--- src/rtl/proc_pkg.sv ---
// Shared processor types: controller states, opcodes and datapath selects.
// Width defaults used by the datapath, its register file and its bus interface.
package proc_pkg;

  localparam int DATA_W_DEF  = 8;
  localparam int RADDR_W_DEF = 4;

  typedef enum logic [1:0] {
    ALU_PASS = 2'b00,
    ALU_ADD  = 2'b01,
    ALU_SUB  = 2'b10,
    ALU_ZERO = 2'b11
  } alu_op_t;

  typedef enum logic [1:0] {
    SEL_ALU   = 2'b00,
    SEL_MEM   = 2'b01,
    SEL_CONST = 2'b10,
    SEL_NONE  = 2'b11
  } rf_sel_t;

  typedef enum logic [3:0] {
    OP_MOV   = 4'h0,
    OP_MOVST = 4'h1,
    OP_ADD   = 4'h2,
    OP_MOVC  = 4'h3,
    OP_SUB   = 4'h4,
    OP_JMPZ  = 4'h5
  } opcode;

  typedef enum logic [3:0] {
    S_INIT,
    S_FETCH,
    S_DECODE,
    S_LOAD,
    S_STORE,
    S_ADD,
    S_LOADCONST,
    S_SUB,
    S_JUMPIFZERO,
    S_JUMPIFZERO_JMP
  } statetype;

  function automatic logic add_ovf(
    input logic a_msb,
    input logic b_msb,
    input logic y_msb
  );
    return (a_msb == b_msb) && (y_msb != a_msb);
  endfunction

  function automatic logic sub_ovf(
    input logic a_msb,
    input logic b_msb,
    input logic y_msb
  );
    return (a_msb != b_msb) && (y_msb != a_msb);
  endfunction

endpackage

--- src/rtl/bloco_operacional_if.sv ---
// Control/memory bus between the controller, data memory and the datapath.
// master = controller/memory side, slave = datapath side.
interface bloco_operacional_if
  import proc_pkg::*;
#(
  parameter int DATA_W  = DATA_W_DEF,
  parameter int RADDR_W = RADDR_W_DEF
) ();

  logic [DATA_W-1:0]  D_rdata;
  logic [DATA_W-1:0]  D_wdata;
  logic [DATA_W-1:0]  RF_W_data;
  logic               RF_s0;
  logic               RF_s1;
  logic [RADDR_W-1:0] RF_W_addr;
  logic [RADDR_W-1:0] RF_Rp_addr;
  logic [RADDR_W-1:0] RF_Rq_addr;
  logic               RF_W_wr;
  logic               RF_Rp_rd;
  logic               RF_Rq_rd;
  logic               RF_Rp_zero;
  logic               alu_s0;
  logic               alu_s1;

  modport master (
    output D_rdata,
    output RF_W_data,
    output RF_s0,
    output RF_s1,
    output RF_W_addr,
    output RF_Rp_addr,
    output RF_Rq_addr,
    output RF_W_wr,
    output RF_Rp_rd,
    output RF_Rq_rd,
    output alu_s0,
    output alu_s1,
    input  D_wdata,
    input  RF_Rp_zero
  );

  modport slave (
    input  D_rdata,
    input  RF_W_data,
    input  RF_s0,
    input  RF_s1,
    input  RF_W_addr,
    input  RF_Rp_addr,
    input  RF_Rq_addr,
    input  RF_W_wr,
    input  RF_Rp_rd,
    input  RF_Rq_rd,
    input  alu_s0,
    input  alu_s1,
    output D_wdata,
    output RF_Rp_zero
  );

endinterface

--- src/rtl/banco_registradores.sv ---
// Register file: one write port, two enabled read ports, one debug read port.
// Reads are combinational and see the pre-write value during a write cycle.
module banco_registradores
  import proc_pkg::*;
#(
  parameter int DATA_W  = DATA_W_DEF,
  parameter int RADDR_W = RADDR_W_DEF
) (
  input  logic               clk,
  input  logic               reset,
  input  logic               w_wr,
  input  logic [RADDR_W-1:0] w_addr,
  input  logic [DATA_W-1:0]  w_data,
  input  logic               rp_rd,
  input  logic [RADDR_W-1:0] rp_addr,
  output logic [DATA_W-1:0]  rp_data,
  input  logic               rq_rd,
  input  logic [RADDR_W-1:0] rq_addr,
  output logic [DATA_W-1:0]  rq_data,
  input  logic [RADDR_W-1:0] dbg_addr,
  output logic [DATA_W-1:0]  dbg_data
);

  localparam int NREGS = 2 ** RADDR_W;

  logic [DATA_W-1:0] rf [NREGS];

  always_ff @(posedge clk) begin
    if (!reset) begin
      for (int i = 0; i < NREGS; i++) begin
        rf[i] <= '0;
      end
    end else if (w_wr) begin
      rf[w_addr] <= w_data;
    end
  end

  assign rp_data  = rp_rd ? rf[rp_addr] : '0;
  assign rq_data  = rq_rd ? rf[rq_addr] : '0;
  assign dbg_data = rf[dbg_addr];

endmodule

--- src/rtl/bloco_operacional.sv ---
// Processor datapath: register file, 8-bit ALU, 3:1 write-source mux and
// carry/overflow flags captured on ALU-sourced writes.
module bloco_operacional
  import proc_pkg::*;
#(
  parameter int DATA_W  = DATA_W_DEF,
  parameter int RADDR_W = RADDR_W_DEF
) (
  input  logic               clk,
  input  logic               reset,
  bloco_operacional_if.slave bus,
  output logic               carry,
  output logic               ovf,
  input  logic [RADDR_W-1:0] dbg_addr,
  output logic [DATA_W-1:0]  dbg_data
);

  localparam int MSB = DATA_W - 1;

  alu_op_t alu_op;
  rf_sel_t rf_sel;

  logic [DATA_W-1:0] rp;
  logic [DATA_W-1:0] rq;
  logic [DATA_W-1:0] alu_y;
  logic [DATA_W-1:0] w_data;
  logic [DATA_W:0]   sum;
  logic [DATA_W:0]   dif;
  logic              alu_c;
  logic              alu_v;
  logic              flag_upd;

  assign alu_op = alu_op_t'({bus.alu_s1, bus.alu_s0});
  assign rf_sel = rf_sel_t'({bus.RF_s1, bus.RF_s0});

  banco_registradores #(
    .DATA_W  (DATA_W),
    .RADDR_W (RADDR_W)
  ) u_rf (
    .clk      (clk),
    .reset    (reset),
    .w_wr     (bus.RF_W_wr),
    .w_addr   (bus.RF_W_addr),
    .w_data   (w_data),
    .rp_rd    (bus.RF_Rp_rd),
    .rp_addr  (bus.RF_Rp_addr),
    .rp_data  (rp),
    .rq_rd    (bus.RF_Rq_rd),
    .rq_addr  (bus.RF_Rq_addr),
    .rq_data  (rq),
    .dbg_addr (dbg_addr),
    .dbg_data (dbg_data)
  );

  // One extra bit holds the carry out / borrow.
  assign sum = {1'b0, rp} + {1'b0, rq};
  assign dif = {1'b0, rp} - {1'b0, rq};

  always_comb begin
    alu_y = '0;
    alu_c = 1'b0;
    alu_v = 1'b0;
    unique case (alu_op)
      ALU_PASS: begin
        alu_y = rp;
      end
      ALU_ADD: begin
        alu_y = sum[DATA_W-1:0];
        alu_c = sum[DATA_W];
        alu_v = add_ovf(rp[MSB], rq[MSB], sum[MSB]);
      end
      ALU_SUB: begin
        alu_y = dif[DATA_W-1:0];
        alu_c = dif[DATA_W];
        alu_v = sub_ovf(rp[MSB], rq[MSB], dif[MSB]);
      end
      ALU_ZERO: begin
        alu_y = '0;
      end
      default: begin
        alu_y = '0;
      end
    endcase
  end

  always_comb begin
    w_data = '0;
    unique case (rf_sel)
      SEL_ALU:   w_data = alu_y;
      SEL_MEM:   w_data = bus.D_rdata;
      SEL_CONST: w_data = bus.RF_W_data;
      SEL_NONE:  w_data = '0;
      default:   w_data = '0;
    endcase
  end

  assign flag_upd = bus.RF_W_wr && (rf_sel == SEL_ALU);

  always_ff @(posedge clk) begin
    if (!reset) begin
      carry <= 1'b0;
      ovf   <= 1'b0;
    end else if (flag_upd) begin
      carry <= alu_c;
      ovf   <= alu_v;
    end
  end

  // rp is already forced to 0 when the port is disabled, hence the qualifier.
  assign bus.RF_Rp_zero = bus.RF_Rp_rd && (rp == '0);
  assign bus.D_wdata    = rp;

endmodule

--- src/flat_wrapper.sv ---
// flat-port wrapper written by rule: the top's interface ports become plain ports
module bloco_operacional_flat import proc_pkg::*;
#(
  parameter int DATA_W  = DATA_W_DEF,
  parameter int RADDR_W = RADDR_W_DEF
)
  (clk, reset, carry, ovf, dbg_addr, dbg_data, bus_D_rdata, bus_RF_W_data, bus_RF_s0, bus_RF_s1, bus_RF_W_addr, bus_RF_Rp_addr, bus_RF_Rq_addr, bus_RF_W_wr, bus_RF_Rp_rd, bus_RF_Rq_rd, bus_alu_s0, bus_alu_s1, bus_D_wdata, bus_RF_Rp_zero);
  bloco_operacional_if #(.DATA_W(DATA_W), .RADDR_W(RADDR_W)) bus_i ();
  input  logic clk;
  input  logic reset;
  output logic carry;
  output logic ovf;
  input  logic [RADDR_W-1:0] dbg_addr;
  output logic [DATA_W-1:0] dbg_data;
  input wire logic [$bits(bus_i.D_rdata)-1:0] bus_D_rdata;
  input wire logic [$bits(bus_i.RF_W_data)-1:0] bus_RF_W_data;
  input wire logic [$bits(bus_i.RF_s0)-1:0] bus_RF_s0;
  input wire logic [$bits(bus_i.RF_s1)-1:0] bus_RF_s1;
  input wire logic [$bits(bus_i.RF_W_addr)-1:0] bus_RF_W_addr;
  input wire logic [$bits(bus_i.RF_Rp_addr)-1:0] bus_RF_Rp_addr;
  input wire logic [$bits(bus_i.RF_Rq_addr)-1:0] bus_RF_Rq_addr;
  input wire logic [$bits(bus_i.RF_W_wr)-1:0] bus_RF_W_wr;
  input wire logic [$bits(bus_i.RF_Rp_rd)-1:0] bus_RF_Rp_rd;
  input wire logic [$bits(bus_i.RF_Rq_rd)-1:0] bus_RF_Rq_rd;
  input wire logic [$bits(bus_i.alu_s0)-1:0] bus_alu_s0;
  input wire logic [$bits(bus_i.alu_s1)-1:0] bus_alu_s1;
  output wire logic [$bits(bus_i.D_wdata)-1:0] bus_D_wdata;
  output wire logic [$bits(bus_i.RF_Rp_zero)-1:0] bus_RF_Rp_zero;
  assign bus_i.D_rdata = bus_D_rdata;
  assign bus_i.RF_W_data = bus_RF_W_data;
  assign bus_i.RF_s0 = bus_RF_s0;
  assign bus_i.RF_s1 = bus_RF_s1;
  assign bus_i.RF_W_addr = bus_RF_W_addr;
  assign bus_i.RF_Rp_addr = bus_RF_Rp_addr;
  assign bus_i.RF_Rq_addr = bus_RF_Rq_addr;
  assign bus_i.RF_W_wr = bus_RF_W_wr;
  assign bus_i.RF_Rp_rd = bus_RF_Rp_rd;
  assign bus_i.RF_Rq_rd = bus_RF_Rq_rd;
  assign bus_i.alu_s0 = bus_alu_s0;
  assign bus_i.alu_s1 = bus_alu_s1;
  assign bus_D_wdata = bus_i.D_wdata;
  assign bus_RF_Rp_zero = bus_i.RF_Rp_zero;
  bloco_operacional #(.DATA_W(DATA_W), .RADDR_W(RADDR_W)) u_core (.clk(clk), .reset(reset), .bus(bus_i), .carry(carry), .ovf(ovf), .dbg_addr(dbg_addr), .dbg_data(dbg_data));
endmodule
--- config.mk ---
export PLATFORM = sky130hd
export DESIGN_NAME = bloco_operacional_flat
export DESIGN_NICKNAME = d
export VERILOG_FILES = /design/src/rtl/proc_pkg.sv /design/src/rtl/bloco_operacional_if.sv /design/src/rtl/banco_registradores.sv /design/src/rtl/bloco_operacional.sv /design/src/flat_wrapper.sv
export SDC_FILE = /design/constraint.sdc
export NUM_CORES = 1
export LEC_CHECK = 0
export ABC_CLOCK_PERIOD_IN_PS = 12800
export CAP_MARGIN = 20
export CORE_MARGIN = 2
export CORE_UTILIZATION = 30
export CTS_CLUSTER_DIAMETER = 60
export CTS_CLUSTER_SIZE = 40
export DETAILED_ROUTE_END_ITERATION = 8
export SLEW_MARGIN = 20
export SYNTH_ARGS = -nofsm -noshare
export SYNTH_HDL_FRONTEND = slang
export SYNTH_HIERARCHICAL = 1
export SYNTH_SLANG_ARGS = --single-unit
--- constraint.sdc ---
create_clock -name clk -period 12.8 [get_ports clk]
set_clock_uncertainty 0.05 [all_clocks]
set_input_delay 2.56 -clock clk [delete_from_list [all_inputs] [get_ports clk]]
set_output_delay 2.56 -clock clk [all_outputs]
set_load 0.05 [all_outputs]
# == Word level (Yosys, flattened, before mapping) ==
# Memory sizes are Yosys's and may differ from the RTL's.
# Cells that the tools add are included.
# word_totals
regBits,2
ram_bits,128
inputBits,41
out_inout_bits,19
n_memories,1
# classes
addsub,2
n_eq_ne,10
n_mux,13
reduce_logical,8
# mem_list
name,depth,word_bits,read_ports,rd_clocked_by_memory_dff,write_ports,line,source
u_core.u_rf.rf,16,8,3,0,16,banco_registradores.sv:26,logic [DATA_W-1:0] rf [NREGS];
# op_table
operator,n
8-bit one-hot mux with 4 select lines,2
8-bit 2-to-1 mux,3
8-bit by 8-bit adder with 9-bit output,1
8-bit by 8-bit subtractor with 9-bit output,1
2-bit == test (second input constant),4
8-bit logical NOT,1
8-bit OR reduction,1
1-bit 2-to-1 mux,5
2-bit by 1-bit == test with 1-bit output (second input constant),2
1-bit logical AND,4
2-bit logical NOT,2
4-bit 2-to-1 mux,1
1-bit one-hot mux with 2 select lines,2
1-bit != test,3
1-bit == test,1

# == Longest topological paths before layout ==
# An unclocked memory read counts as a cell.
# logic_depth
word_depth,6
ltp_mapped,17
depth_no_buf,13

# == By module ==
# Netlist, hierarchy kept.
# by_module_without_submodules
mod,n_inst,cells_per_inst,area_per_inst_um2,seq_area_each_um2
banco_registradores,1,563,8190.4,3843.7
bloco_operacional,1,212,1383.8,40.0

# == Worst setup path after synthesis ==
# OpenSTA, ideal clock, no wires.
# synth_timing
path_kind,input to output
start,in bus_RF_Rp_addr[2]
end,out bus_RF_Rp_zero
arrival_ns,5.366
path_slack_ns,4.824
stages,8
cell_sequence,clkbuf_1 > buf_2 > buf_2 > mux4_2 > mux2i_1 > o21ai_0 > nor4_1 > and4_1
# synth_between
elab_chain_cells,4
# synth_rtl
item,line,source
from (decl),flat_wrapper.sv:20,input wire logic [$bits(bus_i.RF_Rp_addr)-1:0] bus_RF_Rp_addr;
memory 16 x 8 bit,n/a,
8-bit 2-to-1 mux,banco_registradores.sv:38,assign rp_data = rp_rd ? rf[rp_addr] : '0;
via bus_D_wdata[4],flat_wrapper.sv:27,output wire logic [$bits(bus_i.D_wdata)-1:0] bus_D_wdata;
8-bit logical NOT,bloco_operacional.sv:110,assign bus.RF_Rp_zero = bus.RF_Rp_rd && (rp == '0);
1-bit logical AND,bloco_operacional.sv:110,
to (decl),flat_wrapper.sv:28,output wire logic [$bits(bus_i.RF_Rp_zero)-1:0] bus_RF_Rp_zero;
# The timed path passes the listed nets, and every way through them passes these cells.

# == Worst setup path after layout ==
# layout_timing
start,in bus_RF_Rp_addr[1]
end,out bus_RF_Rp_zero
# layout_between
elab_chain_cells,4
# layout_rtl
item,line
memory 16 x 8 bit,n/a
8-bit 2-to-1 mux,banco_registradores.sv:38
8-bit logical NOT,bloco_operacional.sv:110
1-bit logical AND,bloco_operacional.sv:110
# No other way between the ends.

==> metrics.md <==
| Metric | Value |
|---|---|
| Initial core utilization | 30.4% |
| Int Pwr | ~0.9 mW |
| Actual slew at the worst max-slew pin | 1.07 ns |
| Post-synth cell types | 68 |
| Die area | 33400 sq um |
| Routed vias/inst | between 5 and 6 |
| Post-synth EDFFs | ~130 |
| Post-route cell area | 11100 sq um |
| Final worst path period share | 68.5% |
| Num rows | 65 |
| Post-Synth Adder-Cell Area | between 2 and 3% |
| Total GRT Usage | 18.0% |
| Final Hold Fails | 0 |
| Start of the worst register-to-register path | u_core/u_rf/rf[14][1]$_SDFFCE_PN0P_ |
| Cell Pwr Density | around 110 nW/um^2 |
| CTS buffer count | 17 |
| FF+latch count, synth | 130 |
| CTS tree | built |
| Vias in the first global route | roughly 7000 |
| Max Freq | 114 MHz |
| Root buf cell | clkbuf_16 |
| Final cell count without fillers | 1239 |
| # DRC | 0 |
| Antenna Cells | 0 |
| Pin count of the biggest net entering global routing | 49 |
| Initial antenna violation count | 1 |
| Seq/Total Area, Yosys | between 40% and 50% |
| Relative slew slack | between 20% and 30% |
| Hold buffers post-CTS | 0 |
| Core ar. | 31500 sq um |
| Average wire per standard cell | 24.1 um |
| Worst min-delay path startpoint | u_core/carry$_SDFFE_PN0P_ |
| Synth async-reset ratio | 0% |
| Skew-Pair Late Insertion Delay | 0.44 ns |
| Post-CTS Setup Bufs | 0 |
| Fin Hold WS | 0.461 ns |
| CP startpoint | bus_RF_Rp_addr[1] |
| Simple-Gate Fraction of Synth Area | 17.3% |
| HP Class | reg -> reg |
| TritonRoute pass-1 iters | 5 |
| Antenna-violating nets left | 0 |
| Layout Nets | 886 |
| Max Cap Violations | 0 |
| Final setup TNS | 0 ns |
| Crit-path max FO | 20 |
| Resize count post-CTS | 0 |
| Via count | 7199 |
| Cell breakdown of the critical path | clkdlybuf4s50_1, nor2b_1, a221oi_1, o21ai_0, o21ai_1, nor4_1, and4_1, clkdlybuf4s50_1 |
| Mapped Area | 9570 sq um |
| Placed instance area | 10500 sq um |
| Post-Synth XOR/XNOR Area | less than 1% |
| Net Switching | 0.378 mW |
| CP Class | in -> out |
| Clock Power Share | 39.7% |
| Hold path cells | 2 |
| Clk buf depth | 2 |
| Req. time, crit path | 10.19 ns |
| Comb power frac | approximately 21% |
| I/O pin cnt | 60 |
| Final worst-path setup slack | between 4 and 5 ns |
| DP Worst Slack | about 4 ns |
| Register-to-Register Setup Slack | 8.26 ns |
| Clk pin slew, worst setup/hold paths | 0.07 ns |
| Post-synth net total | 837 |
| R2R depth | 11 |
| Share of cells above drive strength 1 | 14.9% |
| CP dominant cell by count | clkdlybuf4s50_1 |
| Global-route wire length before repair | 43800 um |
| Critical path launch point type | input port |
| CP delay by family, top | buffers and inverters |
| Post-Route WL | 29800 um |
| Main combinational cell family by area after synthesis | multiplexers |
| Yosys Warn Count | 6 |
| Area of the multi-input gates | around 5300 sq um |
| CP Capture Type | output port |
| Sw Ratio | 30.1% |
| Port Buffers | 59 |
| CP max-delay cell | clkdlybuf4s50_1 |
| Placed insts | 1207 |
| Primary FF master, synth | edfxtp_1 |
| Compound-Gate Fraction of Synth Area | 9.55% |
| Fin crit period | 8.77 ns |
| CTS Sinks | between 100 and 150 |
| Cell count after synthesis | 775 |
| Reg2reg end | u_core/u_rf/rf[5][7]$_SDFFCE_PN0P_ |
| FILL cells | 3022 |
| GP Congestion | 0.939 |
| Global route overflow | 0 |
| Mux share of post-synthesis cell area | between 20% and 30% |
| Final setup fails | 0 |
| Leakage | 4.08 nW |
| Status | finished, final reports clean |
| DIE HEIGHT | 183 um |
| WHS Endpoint | u_core/carry$_SDFFE_PN0P_ |
| Reg power frac | between 30% and 40% |
| Peak VDD IR | 0.0813 mV |
| Syn-to-layout area delta | 16.4% |
| Largest stage delay, worst path | between 0.8 and 0.9 ns |
| Hpwl dp | 22500 um |
| Sequential standard cell area | 3880 sq um |
| Worst path arrival time | 6.16 ns |
| Final Max Tran Viols | 0 |
| Worst Path Buf+Inv | 2 |
| RSZ-0062 raised after global routing | no |
| Synthesized area per cell | 12.4 sq um |
| H-Tree Depth | 4 |
| Die W | roughly 180 um |
| DRT iter0 DRCs | roughly 790 |
[cell usage after synthesis (all sizes together) (17+ instances only)]
library cell	count	share of area (%)
nor2	31	1.2
edfxtp	128	40
buf	25	2.1
inv	28	1.1
mux4	87	22
nor2b	19	1.2
nand2	37	1.5
clkbuf	29	1.1
o21ai	34	1.8
a21oi	17	0.89
ha	19	2.5
and2	136	8.9
mux2i	33	3.5
[worst reg2reg max path, cell delays in order (launching register included)]
cell,delay [ns]
edfxtp_1,0.44
mux4_2,0.49
nand2_1,0.09
o31ai_1,0.07
a221o_1,0.51
ha_1,0.37
nor3b_1,0.40
o311ai_1,0.30
a2111oi_0,0.49
a41oi_1,0.11
a31oi_2,0.82
and2_1,0.27
[final cells by class]
class                      count  area share, %
sequential                   130           34.9
clock inverter                14           1.50
inverter                      28          0.943
tap                          402           4.51
clock buffer                  18           3.85
multi-input combinational    563           47.5
timing repair buffer          84           6.85
[state kept, by name, indices dropped and copies added, names as in the netlist]
register / flops
u_core/u_rf/rf: 128
u_core/ovf: 1
u_core/carry: 1
[placed cells by master, fill, tap and decap left out, types with 10 or more instances in the layout]
| cell type | netlist | layout |
|---|---|---|
| a211oi_1 | 12 | 12 |
| a21oi_1 | 17 | 16 |
| and2_1 | 134 | 134 |
| buf_4 | 2 | 25 |
| clkbuf_16 | 0 | 17 |
| clkdlybuf4s50_1 | 0 | 56 |
| edfxtp_1 | 128 | 128 |
| ha_1 | 19 | 19 |
| inv_1 | 28 | 28 |
| mux2i_1 | 33 | 33 |
| mux4_1 | 32 | 32 |
| mux4_2 | 55 | 55 |
| nand2_1 | 37 | 37 |
| nand2b_1 | 15 | 15 |
| nand3_1 | 10 | 10 |
| nor2_1 | 31 | 31 |
| nor2b_1 | 19 | 19 |
| o21ai_0 | 34 | 31 |
[worst max-delay path by stage]
stage / endpoint / slack [ns] / depth (start not counted)
6_report: bus_RF_Rp_zero / 4.03 / 8
5_1_grt: bus_RF_Rp_zero / 3.92 / 8
4_1_cts: bus_RF_Rp_zero / 3.99 / 8
3_5_place_dp: bus_RF_Rp_zero / 4.00 / 8
3_3_place_gp: bus_RF_Rp_zero / 4.08 / 8
2_1_floorplan: bus_RF_Rp_zero / 4.82 / 8
[power groups by stage]
stage	Clock, mW	Sequential, mW	Combinational [mW]
2_1_floorplan	0	0.500	0.173
3_3_place_gp	0	0.507	0.257
3_5_place_dp	0	0.507	0.257
4_1_cts	0.507	0.498	0.258
5_1_grt	0.520	0.500	0.278
6_report	0.500	0.499	0.261
[routing by layer]
| metal | up-vias | GRT usage, % | share of wire, % | wire length (um) |
|---|---|---|---|---|
| li1 | 3144 | - | - | - |
| met1 | 3614 | 22.9 | 41 | 12300 |
| met2 | 357 | 28.7 | 46 | 13700 |
| met3 | 84 | 4.57 | 8.6 | 2580 |
| met4 | 0 | 8.42 | 4.3 | 1290 |
| met5 | - | 0 | 0 | 0 |
[cells by family after synthesis]
| kind of cell | Yosys count |
|---|---|
| AND/OR/NAND/NOR | 288 |
| AO/OA/AOI/OAI | 132 |
| flip-flops | 130 |
| multiplexers | 121 |
| buffers and inverters | 82 |
| adder cells (fa/ha/maj) | 21 |
| XOR/XNOR | 1 |
[per-stage QoR]
stage	util, %	power [mW]
floorplan	-	0.673
global placement	33.5	0.763
detailed placement	33.5	0.765
CTS	35.4	1.26
global route	35.4	1.30
finish	35.4	1.26
No activity file was read; power rests on OpenSTA's default activity.
